### src/rtl/lector_memoria_debug.sv
// lector_memoria_debug: dumps CELDAS data-memory words as an LSB-first byte stream with valid/ready handshake
//   i_clk, i_reset (async, active high)       clock and reset
//   i_start                                    dump request, sampled only while idle
//   o_Direccion, o_MemRead, i_DatoLeido        read-only port to a memory with 1-cycle registered read
//   o_byte, o_valid, i_ready                   outgoing byte stream
//   o_busy, o_done                             status: not idle, one-cycle end-of-dump pulse
module lector_memoria_debug #(
   parameter int NBITS  = 32,
   parameter int CELDAS = 10
) (
   input  logic             i_clk,
   input  logic             i_reset,
   input  logic             i_start,
   output logic [NBITS-1:0] o_Direccion,
   output logic             o_MemRead,
   input  logic [NBITS-1:0] i_DatoLeido,
   output logic [7:0]       o_byte,
   output logic             o_valid,
   input  logic             i_ready,
   output logic             o_busy,
   output logic             o_done
);
   localparam int NB = NBITS / 8;
   localparam int BW = NB > 1 ? $clog2(NB) : 1;
   localparam int AW = CELDAS > 1 ? $clog2(CELDAS) : 1;
   typedef enum logic [2:0] {IDLE, REQ, WAIT, SEND, DONE} state_t;
   state_t            state;
   logic [AW-1:0]     addr;
   logic [BW-1:0]     byte_cnt;
   logic [NBITS-1:0]  word;
   logic [BW-1:0]     cnt_nx;
   assign cnt_nx = byte_cnt + 1'b1;
   // Every output is a register updated together with the state transition it belongs to.
   always_ff @(posedge i_clk or posedge i_reset)
      if (i_reset) begin
         state       <= IDLE;
         addr        <= '0;
         byte_cnt    <= '0;
         word        <= '0;
         o_Direccion <= '0;
         o_MemRead   <= 1'b0;
         o_byte      <= '0;
         o_valid     <= 1'b0;
         o_busy      <= 1'b0;
         o_done      <= 1'b0;
      end else begin
         o_MemRead <= 1'b0;
         o_done    <= 1'b0;
         case (state)
            IDLE:
               if (i_start) begin
                  addr        <= '0;
                  o_Direccion <= '0;
                  o_MemRead   <= 1'b1;
                  o_busy      <= 1'b1;
                  state       <= REQ;
               end
            REQ: state <= WAIT;
            WAIT: begin
               word     <= i_DatoLeido;
               byte_cnt <= '0;
               o_byte   <= i_DatoLeido[7:0];
               o_valid  <= 1'b1;
               state    <= SEND;
            end
            SEND:
               if (i_ready) begin
                  if (byte_cnt != BW'(NB - 1)) begin
                     byte_cnt <= cnt_nx;
                     o_byte   <= word[{cnt_nx, 3'b000} +: 8];
                  end else begin
                     o_valid <= 1'b0;
                     if (addr == AW'(CELDAS - 1)) begin
                        o_done <= 1'b1;
                        state  <= DONE;
                     end else begin
                        addr        <= addr + 1'b1;
                        o_Direccion <= NBITS'(addr + 1'b1);
                        o_MemRead   <= 1'b1;
                        state       <= REQ;
                     end
                  end
               end
            DONE: begin
               o_busy <= 1'b0;
               state  <= IDLE;
            end
            default: begin
               o_valid <= 1'b0;
               o_busy  <= 1'b0;
               state   <= IDLE;
            end
         endcase
      end
endmodule

### config.mk
export PLATFORM = sky130hd
export DESIGN_NAME = lector_memoria_debug
export DESIGN_NICKNAME = d
export VERILOG_FILES = /design/src/rtl/lector_memoria_debug.sv
export SDC_FILE = /design/constraint.sdc
export NUM_CORES = 1
export LEC_CHECK = 0
export CAP_MARGIN = 5
export CORE_MARGIN = 2
export CORE_UTILIZATION = 43
export CTS_CLUSTER_DIAMETER = 60
export DETAILED_ROUTE_END_ITERATION = 6
export PLACE_DENSITY_LB_ADDON = 0.12
export SYNTH_ARGS = -nofsm -noshare
export SYNTH_HDL_FRONTEND = slang
export SYNTH_SLANG_ARGS = --single-unit
### constraint.sdc
create_clock -name i_clk -period 1.8 [get_ports i_clk]
set_input_delay 0.45 -clock i_clk [delete_from_list [all_inputs] [get_ports i_clk]]
set_output_delay 0.45 -clock i_clk [all_outputs]
set_load 0.01 [all_outputs]
==> summary by stage <==
GRT
For this run, global-route usage on met1 was measured as a little over 20%. The fraction of met3 tracks used by global routing is about 3.1%. The via count of the first global-routing pass is about 1700. The largest net degree at the start of global routing is 33.

The fraction of met2 tracks used by global routing is a little under a quarter. For this run, the total global-route usage over all layers was measured as between 10% and 20%. The initial antenna violation count was 0. The most used routing layer in global routing is met2. The global-route wire length before repair is 8.20 mm. The remaining global-route overflow is 0.

Setup path
The capture point of the worst path is o_Direccion[0]. Setup slack on the worst reg-to-reg path comes out at about 0.11 ns. The sort of element at the start of the critical path is a flip-flop. The required time of the critical path is approximately 1.4 ns. The critical path is of the flip-flop to primary output type. The start of the worst register-to-register path is byte_cnt[0]$_DFFE_PP0P_. The number of cells on the critical path is 1. The worst-case reg-to-reg path depth is 5. The critical path starts at addr[0]$_DFFE_PP0P_.

The delay of the slowest cell on the worst path is around 0.55 ns. The category of the worst setup path capture point is a primary output. The critical path buffer and inverter count is 1. The data arrival time at the worst-slack endpoint is 1.27 ns. Walking the worst path, the cells encountered are clkdlybuf4s50_1. In this design, the largest share of critical-path delay is due to buffers and inverters. The worst register-to-register path ends at o_byte[6]$_DFFE_PP0P_.

The maximum fanout along the worst path is 5. The critical path's slowest cell is sky130_fd_sc_hd__clkdlybuf4s50_1.

Place
The number of buffers added on ports is 52. Summed over all nets, the half-perimeter wirelength after detailed placement is 3.44 mm. The post-place instance area is ~3300 um2.

The worst slack at placement is about 0.05 ns. At the end of routability-driven placement, the weighted congestion stood at ~0.69.

STA
Setup repair after global routing left no endpoint under its margin. Between clock sinks in the finished design, the worst skew comes to around 0.0028 ns. The clock period minus final worst setup slack is between 1.5 and 2 ns. The portion of the clock cycle consumed by the worst path in the final layout is between 90% and 100%. The fmax is around 0.58 GHz.

Adding up every negative setup slack in the final design gives 0 ns. The number of failing hold endpoints at the final stage is 0. The max-slew violation total from the final report is 0. The setup slack after layout is between 0.07 and 0.08 ns. The final number of setup-violating endpoints is 0.

CTS
Clock tree synthesis inserted a total of 5 buffers. TritonCTS built the clock tree. The number of sinks handled by clock tree synthesis is 54. The clock passes through at most 2 buffers.

The root buffer cell chosen for the clock tree is sky130_fd_sc_hd__clkbuf_8. The total number of H-tree levels is 2. The insertion delay to the later sink of the worst-skew pair is around 0.30 ns. After clock tree synthesis, the clock-pin slew on the worst setup and hold paths is 0.09 ns.

Synthesis
The register area share after synthesis is between 40% and 50%. By area the synthesized netlist is led by sky130_fd_sc_hd__dfrtp_1, sky130_fd_sc_hd__mux2_4, sky130_fd_sc_hd__buf_4. The portion of synthesized cell area occupied by the leading cell type is between 40 and 50%. In this run, synthesis produced a sequential element count of 54. Yosys mapped a number of flops with a built-in enable equal to 0. The fraction of synthesis flops using an asynchronous set or reset pin is 100%. The top cell type by total area after synthesis is sky130_fd_sc_hd__dfrtp_1. The total number of yosys warnings is 0. Averaged over all synthesized cells, the footprint is ~13 um2.

The dominant synthesized flop cell is sky130_fd_sc_hd__dfrtp_1. The mapped netlist covers about 2800 um2. Counting distinct cell types in the post-synthesis netlist gives 36. Synthesis handed over a netlist of approximately 210 instances.

Drt
For this run, the detailed router's first-pass iteration total came to 4. The residual DRC count is 0. The initial DRC count is 52. In the final routed layout, each cell accounts on average for roughly 14 um. Summed over all layers, the routed wires come to between 4 and 5 mm.

For this block, the via count after detailed routing is around 1600. After detailed routing, the number of vias per cell comes to ~4.8. In this run the remaining antenna-violating nets after routing total 0.

Outcome
The run finished with clean final reports.

Die
The floorplan step defined a core boundary enclosing ~6300 um2. In this run the vertical extent of the chip is 84.4 um. The initial utilization of the core area, before any placement, comes to 44.0%. The die width is around 84 um. The count of standard-cell rows is 29. 80 I/O pins were placed. The area of the die is ~7100 um2.

Layout
The most common cell after layout, fill and taps aside is sky130_fd_sc_hd__clkdlybuf4s50_1. The post-route netlist has between 20% and 30% of its cells at a drive strength greater than 1. The cell area after layout is ~3400 um2. The top cell types in the final layout, fill and taps aside, are sky130_fd_sc_hd__clkdlybuf4s50_1, sky130_fd_sc_hd__dfrtp_1, sky130_fd_sc_hd__mux2_4, sky130_fd_sc_hd__conb_1, sky130_fd_sc_hd__nand2_1. Cells fill between 50% and 60% of the core in the end. The net count of the finished layout is between 300 and 400. The antenna diode count is 0. The count of fill cells added during filler insertion is ~560. From synthesis to final layout, the design area changed by 22.1%.

Power and ir drop
The leakage component of the power is around 1.5 nW. The power per cell area is ~1700 nW/um2. Overall power consumption after layout is estimated at between 0.005 and 0.006 W.

The maximum resistive drop on vdd is slightly above 0.0008 V.

Job
The tool flagged a number of max-cap violations equal to 0.

Hold path
The path type of the worst min-delay path is input pin to async pin.
==> cell families (layout without fill, tap and decap cells) <==
kind of cell,count (synthesis),count (layout),share of synthesized area [%]
compound gates,30,30,6.84
fa+ha+maj,3,3,1.35
buf+inv,40,74,11.3
flops,54,54,48.6
mux,41,41,23.9
other cells,1,27,0.135
simple gates,37,37,7.84
==> final cells by class <==
type,instances,area (um2),share of cell area [%]
Multi-Input combinational cell,138,1210,35.7
Inverter,4,15.0,0.442
Timing Repair Buffer,63,641,18.9
Clock buffer,7,76.3,2.25
Tap cell,77,96.3,2.84
Sequential cell,54,1360,39.9
==> sequential cells by signal, summed over array words and instances, names as in the netlist <==
signal       flops
o_Direccion      2
o_done           1
state            3
o_byte           8
o_MemRead        1
addr             3
word            32
o_busy           1
byte_cnt         2
o_valid          1
==> metal layers <==
layer,vias up,part of all wire (%)
met2,47,47
met5,-,0
met4,0,0.87
li1,791,-
met1,795,48
met3,5,4.5
==> what timing repair did <==
item                                    4_1_cts  5_1_grt
endpoints found under the setup margin        0        3
resized for setup                             0        3
hold buffers                                  0        0
buffers inserted                              0        0
==> metrics by stage <==
stage,hold slack (ns),instances
after global routing,0.454,343
after floorplan,0.453,232
after detailed placement,0.475,336
after global placement,0.468,336
after CTS,0.429,343
final,0.420,343
==> worst min-delay path by stage <==
stage / end / slack [ns] / cells after the start
finish: word[11]$_DFFE_PP0P_ / 0.42 / 2
global route: word[27]$_DFFE_PP0P_ / 0.45 / 2
CTS: word[27]$_DFFE_PP0P_ / 0.43 / 2
detailed placement: word[3]$_DFFE_PP0P_ / 0.47 / 1
global placement: word[4]$_DFFE_PP0P_ / 0.47 / 1
floorplan: word[3]$_DFFE_PP0P_ / 0.45 / 1
==> where the power goes <==
group / internal [W] / switching (W) / leakage [nW]
Sequential: 0.00181 / 0.000401 / 0.651
Clock: 0.000269 / 0.000364 / 0.0383
Combinational: 0.00187 / 0.00110 / 0.809
Total: 0.00394 / 0.00187 / 1.50
==> Yosys cell counts, types with 2 or more instances <==
cell / number
sky130_fd_sc_hd__inv_1: 4
sky130_fd_sc_hd__mux4_2: 8
sky130_fd_sc_hd__nor2_1: 7
sky130_fd_sc_hd__nand2_1: 13
sky130_fd_sc_hd__nand2b_1: 3
sky130_fd_sc_hd__nand3b_2: 2
sky130_fd_sc_hd__o21ai_1: 11
sky130_fd_sc_hd__buf_4: 28
sky130_fd_sc_hd__a31oi_1: 2
sky130_fd_sc_hd__buf_12: 3
sky130_fd_sc_hd__a21oi_1: 4
sky130_fd_sc_hd__buf_2: 3
sky130_fd_sc_hd__dfrtp_1: 54
sky130_fd_sc_hd__mux2_1: 2
sky130_fd_sc_hd__ha_1: 3
sky130_fd_sc_hd__nand3_1: 2
sky130_fd_sc_hd__mux2_4: 30
sky130_fd_sc_hd__o22ai_1: 9
No activity file was read; power rests on OpenSTA's default activity.
